$ cat src/rtl/pipe_ctrl_if.sv
// rtl/pipe_ctrl_if.sv - stall request / mul-div handshake bundle between pipeline and pipe_ctrl
interface pipe_ctrl_if;
    logic        stallreq_id;
    logic        stallreq_mem;
    logic        md_req;
    logic        md_is_div;
    logic        md_start;
    logic        md_busy;
    logic        md_done;
    logic [5:0]  stall;
    logic [31:0] stall_cycles;

    modport master (
        output stallreq_id, stallreq_mem, md_req, md_is_div,
        input  md_start, md_busy, md_done, stall, stall_cycles
    );

    modport slave (
        input  stallreq_id, stallreq_mem, md_req, md_is_div,
        output md_start, md_busy, md_done, stall, stall_cycles
    );
endinterface

$ cat src/rtl/pipe_ctrl.sv
// rtl/pipe_ctrl.sv - pipeline stall priority resolver and mul/div latency sequencer
module pipe_ctrl #(
    parameter int MUL_LAT = 4,
    parameter int DIV_LAT = 33
) (
    input  logic      clk,
    input  logic      rst,
    pipe_ctrl_if.slave bus
);
    typedef enum logic [1:0] {IDLE, BUSY, DONE} state_t;

    localparam logic [5:0] MUL_CNT = 6'(MUL_LAT - 1);
    localparam logic [5:0] DIV_CNT = 6'(DIV_LAT - 1);

    state_t      state, state_nxt;
    logic [5:0]  cnt, cnt_nxt;
    logic [31:0] stall_cycles_q;
    logic [5:0]  stall_vec;
    logic        md_stall;
    logic        md_start_o;
    logic        md_busy_o;
    logic        md_done_o;

    always_ff @(posedge clk) begin
        if (rst) begin
            state          <= IDLE;
            cnt            <= 6'd0;
            stall_cycles_q <= 32'd0;
        end else begin
            state <= state_nxt;
            cnt   <= cnt_nxt;
            if (stall_vec[0])
                stall_cycles_q <= stall_cycles_q + 32'd1;
        end
    end

    always_comb begin
        state_nxt = state;
        cnt_nxt   = cnt;
        case (state)
            IDLE: begin
                if (bus.md_req) begin
                    cnt_nxt   = bus.md_is_div ? DIV_CNT : MUL_CNT;
                    state_nxt = BUSY;
                end
            end
            BUSY: begin
                // The unit keeps computing through MEM waits; only DONE holds.
                cnt_nxt = cnt - 6'd1;
                if (cnt <= 6'd1)
                    state_nxt = DONE;
            end
            DONE: begin
                if (!stall_vec[3])
                    state_nxt = IDLE;
            end
            default: state_nxt = IDLE;
        endcase
    end

    always_comb begin
        md_stall   = 1'b0;
        md_start_o = 1'b0;
        md_busy_o  = 1'b0;
        md_done_o  = 1'b0;
        stall_vec  = 6'b000000;
        if (!rst) begin
            md_start_o = (state == IDLE) && bus.md_req;
            md_busy_o  = (state == BUSY);
            md_done_o  = (state == DONE);
            md_stall   = md_start_o || md_busy_o;
            if (bus.stallreq_mem)
                stall_vec = 6'b011111;
            else if (md_stall)
                stall_vec = 6'b001111;
            else if (bus.stallreq_id)
                stall_vec = 6'b000111;
        end
    end

    assign bus.md_start     = md_start_o;
    assign bus.md_busy      = md_busy_o;
    assign bus.md_done      = md_done_o;
    assign bus.stall        = stall_vec;
    assign bus.stall_cycles = stall_cycles_q;
endmodule

$ cat src/flat_wrapper.sv
// flat-port wrapper written by rule: the top's interface ports become plain ports
module pipe_ctrl_flat 
#(
    parameter int MUL_LAT = 4,
    parameter int DIV_LAT = 33
)
  (clk, rst, bus_stallreq_id, bus_stallreq_mem, bus_md_req, bus_md_is_div, bus_md_start, bus_md_busy, bus_md_done, bus_stall, bus_stall_cycles);
  pipe_ctrl_if bus_i ();
  input  logic clk;
  input  logic rst;
  input wire logic [$bits(bus_i.stallreq_id)-1:0] bus_stallreq_id;
  input wire logic [$bits(bus_i.stallreq_mem)-1:0] bus_stallreq_mem;
  input wire logic [$bits(bus_i.md_req)-1:0] bus_md_req;
  input wire logic [$bits(bus_i.md_is_div)-1:0] bus_md_is_div;
  output wire logic [$bits(bus_i.md_start)-1:0] bus_md_start;
  output wire logic [$bits(bus_i.md_busy)-1:0] bus_md_busy;
  output wire logic [$bits(bus_i.md_done)-1:0] bus_md_done;
  output wire logic [$bits(bus_i.stall)-1:0] bus_stall;
  output wire logic [$bits(bus_i.stall_cycles)-1:0] bus_stall_cycles;
  assign bus_i.stallreq_id = bus_stallreq_id;
  assign bus_i.stallreq_mem = bus_stallreq_mem;
  assign bus_i.md_req = bus_md_req;
  assign bus_i.md_is_div = bus_md_is_div;
  assign bus_md_start = bus_i.md_start;
  assign bus_md_busy = bus_i.md_busy;
  assign bus_md_done = bus_i.md_done;
  assign bus_stall = bus_i.stall;
  assign bus_stall_cycles = bus_i.stall_cycles;
  pipe_ctrl #(.MUL_LAT(MUL_LAT), .DIV_LAT(DIV_LAT)) u_core (.clk(clk), .rst(rst), .bus(bus_i));
endmodule
$ cat config.mk
export PLATFORM = sky130hd
export DESIGN_NAME = pipe_ctrl_flat
export DESIGN_NICKNAME = d
export VERILOG_FILES = /design/src/rtl/pipe_ctrl_if.sv /design/src/rtl/pipe_ctrl.sv /design/src/flat_wrapper.sv
export SDC_FILE = /design/constraint.sdc
export NUM_CORES = 1
export LEC_CHECK = 0
export BUFFER_PORTS_ARGS = -buffer_cell sky130_fd_sc_hd__buf_4
export CORE_MARGIN = 1.5
export CORE_UTILIZATION = 50
export DETAILED_ROUTE_END_ITERATION = 12
export PLACE_DENSITY_LB_ADDON = 0.08
export SETUP_SLACK_MARGIN = 0.15
export SLEW_MARGIN = 20
export SYNTH_ARGS = -nofsm -noshare
export SYNTH_HDL_FRONTEND = slang
export SYNTH_SLANG_ARGS = --single-unit
$ cat constraint.sdc
create_clock -name clk -period 2.9 [get_ports clk]
set_input_delay 0.29 -clock clk [delete_from_list [all_inputs] [get_ports clk]]
set_output_delay 0.29 -clock clk [all_outputs]
set_load 0.03 [all_outputs]
==> flow_metrics.env <==
export IMPL_min_from="bus_stallreq_mem"
export IMPL_synthMuxAreaShare_pct=5.03
export IMPL_yosysSeqAreaShare_pct=36.2
export IMPL_synth_async_reset_ratio_pct=0
export IMPL_drt_iter0_markers=152
export IMPL_rr_worst_depth=4
export IMPL_synth_area_um2=2210
export IMPL_drtAntennaViolNets=0
export IMPL_drive_above_1_share_pct=22.0
export IMPL_yosys_area_share_simple_pct=30.8
export IMPL_synth_fa_ha_area_share_pct=1.70
export IMPL_whs_ns=0.363
export IMPL_cp_end_kind="output pin"
export IMPL_cts_resized=0
export IMPL_status="completed"
export IMPL_routed_wl_um=5120
export IMPL_place_area_um2=2510
export IMPL_die_area_um2=4830
export IMPL_p_leak_nw=0.962
export IMPL_io_buffer_count=45
export IMPL_cts_hold_buf=0
export IMPL_max_freq_mhz=501
export IMPL_hold_end="u_core.state[1]"
export IMPL_dpl_hpwl_um=3550
export IMPL_finalSetupViolCount=0
export IMPL_dr_pass1_iters=5
export IMPL_io_pins=47
export IMPL_cts_tree="yes"
export IMPL_drv_cap=0
export IMPL_synth_cell_type_count=51
export IMPL_vias_per_cell=5.83
export IMPL_grt_overflow=0
export IMPL_ys_seq_elements=40
export IMPL_drc=0
export IMPL_ir_drop_mv=0.214
export IMPL_clockBufferDepth=2
export IMPL_rows=24
export IMPL_setup_tns_final_ns=0
export IMPL_fin_crit_sh_pct=68.8
export IMPL_globalplace_congestion=0.845
export IMPL_drv_slew=0
export IMPL_path_class="flip-flop to output pin"
export IMPL_powerDensity_nw_per_um2=447
export IMPL_worstPathArrival_ns=1.70
export IMPL_clock_latency_ns=0.30
export IMPL_syn_instance_count=265
export IMPL_ys_warn_count=0
export IMPL_rsz0062_at_grt="no"
export IMPL_synth_compound_area_share_pct=16.8
export IMPL_cts_sinks=40
export IMPL_synth_area_leaders="dfxtp_1 36%, nor2_1 4.8%, mux2_2 4.6%, a21oi_1 4.3%, o31ai_1 4.1%"
export IMPL_grt_max_degree=55
export IMPL_regToRegEndpoint="u_core.bus.stall_cycles[30]"
export IMPL_synth_top_family_by_area="simple AND/OR/NAND/NOR gates"
export IMPL_combPwrFrac_pct=15.7
export IMPL_core_area_um2=4290
export IMPL_swShare_pct=28.3
export IMPL_cts_clk_slew_worst_paths_ns=0.07
export IMPL_p_clk_share_pct=33.1
export IMPL_intPower_uw=835
export IMPL_r2r_slack_ns=0.98
export IMPL_period_needed_ns=1.99
export IMPL_synth_edf_count=0
export IMPL_critPathMaxFanout=12
export IMPL_syn_nets=274
export IMPL_synth_largest_area_cell="dfxtp_1"
export IMPL_seq_power_share_pct=51.2
export IMPL_holdCritPathClass="input port to flip-flop"
export IMPL_cts_inserted_buffers=5
export IMPL_fin_util_pct=60.6
export IMPL_holdPathStages=4
export IMPL_h_tree_depth=2
export IMPL_routedWlPerCell_um=14.5
export IMPL_die_w_um=69.5
export IMPL_synthXorXnorAreaFrac_pct=3.17
export IMPL_initial_core_util_pct=51.5
export IMPL_nets=308
export IMPL_clock_skew_ns=0.00400
export IMPL_worst_pin_slew_ns=0.798
export IMPL_r2r_start="u_core.state[1]"
export IMPL_track_usage_pct=21.5
export IMPL_grt_pass1_wl_um=8540
export IMPL_crit_required_ns=2.61
export IMPL_via_count=2052
export IMPL_grt_pass1_vias=1831
export IMPL_finalPower_mw=1.16
export IMPL_die_h_um=69.5
export IMPL_antenna_cells=0
export IMPL_p_switching_uw=329
export IMPL_slew_headroom_pct=45.4
export IMPL_antenna_found_initial=0
export IMPL_syn2layout_area_growth_pct=17.6
export IMPL_hold_viol=0
export IMPL_synth_ff_type="dfxtp_1"
export IMPL_cts_root_buffer="clkbuf_8"
export IMPL_design_area_um2=2600
export IMPL_synth_top_area_share_pct=36.2
export IMPL_startpoint_type="flip-flop"
export IMPL_post_cts_buffers=0
export IMPL_synth_area_per_cell_um2=8.35
## cell type report
type / instances / area [um2]
Timing Repair Buffer: 46 / 345
Fill cell: 408 / 1690
Tap cell: 52 / 65.1
Multi-Input combinational cell: 199 / 1270
Clock buffer: 8 / 90.1
Sequential cell: 40 / 801
Inverter: 7 / 26.3
## cells in the final DEF (no fill, tap or decap), drive strengths merged, types with 2 or more instances in the layout
| master | Yosys | final |
|---|---|---|
| nand3 | 12 | 12 |
| inv | 7 | 7 |
| clkbuf | 7 | 8 |
| mux2 | 9 | 9 |
| and4 | 4 | 4 |
| nor2b | 10 | 10 |
| nand2 | 18 | 18 |
| a2111oi | 2 | 2 |
| nand4 | 9 | 9 |
| and2 | 4 | 4 |
| ha | 3 | 3 |
| dfxtp | 40 | 40 |
| and3 | 2 | 2 |
| o31ai | 12 | 12 |
| nor4 | 9 | 9 |
| or3 | 5 | 5 |
| a21oi | 19 | 19 |
| nand2b | 3 | 3 |
| nor2 | 28 | 28 |
| or2 | 2 | 2 |
| o21ai | 7 | 7 |
| or4 | 12 | 12 |
| xnor2 | 5 | 5 |
| xor2 | 3 | 3 |
| a221oi | 2 | 2 |
| o21a | 2 | 2 |
| buf | 12 | 46 |
| o211ai | 2 | 2 |
## cells in the mapped netlist, types with 2 or more instances
cell type and count:
a221oi_1 2, o31ai_1 12, and4_1 3, buf_6 2, nand4_1 8, dfxtp_1 40, a21oi_1 19, nand2_1 18
inv_1 7, or4_1 12, and3_1 2, and2_1 4, buf_4 5, nor2b_1 10, or3_1 5, nor4_1 9
o21ai_0 6, xor2_1 3, xnor2_1 5, nand3_1 12, nand2b_1 3, a2111oi_0 2, buf_2 4, nor2_1 28
clkbuf_1 7, mux2_2 9, ha_1 3, o21a_1 2
## routing by layer
metal	share of wire (%)	up-vias	global-route usage [%]
met2	46	50	33.5
met5	0	-	0
li1	-	1039	-
met1	48	955	29.1
met3	4.8	8	5.38
met4	1.6	0	7.19
## worst max-delay path, stage by stage, from the launching register on
cell and delay [ns]:
dfxtp_1 0.54, o21ba_4 0.24, nor2_1 0.30, nor2_1 0.12, buf_4 0.20
## sequential cells by signal (all words and copies together), names as in the netlist
signal	count
u_core.bus.stall_cycles	32
u_core.state	2
u_core.cnt	6
## power groups by stage
stage | clock, mW | combinational (mW) | sequential [mW]
final | 0.386 | 0.183 | 0.596
after global routing | 0.419 | 0.202 | 0.600
after CTS | 0.397 | 0.184 | 0.596
after detailed placement | 0 | 0.181 | 0.609
after global placement | 0 | 0.180 | 0.608
after floorplan | 0 | 0.135 | 0.607
## worst max-delay path by stage
stage | startpoint | endpoint | slack [ns]
finish | u_core.state[1] | bus_stall[1] | 0.91
global route | u_core.state[1] | bus_stall[0] | 0.78
CTS | u_core.state[1] | bus_stall[1] | 0.89
detailed placement | u_core.state[0] | u_core.bus.stall_cycles[30] | 1.01
global placement | u_core.bus.stall_cycles[1] | u_core.bus.stall_cycles[28] | 1.0
floorplan | rst | bus_stall[1] | 0.84
## logic make-up (layout without fill, tap and decap cells)
group / Yosys count / after routing
DFF: 40 / 40
xor gates and xnor gates: 8 / 8
buffers and inverters: 26 / 61
AOI/OAI and AO/OA: 54 / 54
adders and majority gates: 3 / 3
other: 1 / 1
and+or+nand+nor: 123 / 123
muxes: 10 / 10
## stage by stage
step | worst slack [ns] | cells
finish | 0.905 | 352
global route | 0.783 | 352
CTS | 0.887 | 352
detailed placement | 1.01 | 344
global placement | 0.996 | 344
floorplan | 0.842 | 265
(Power assumes the default switching activity.)
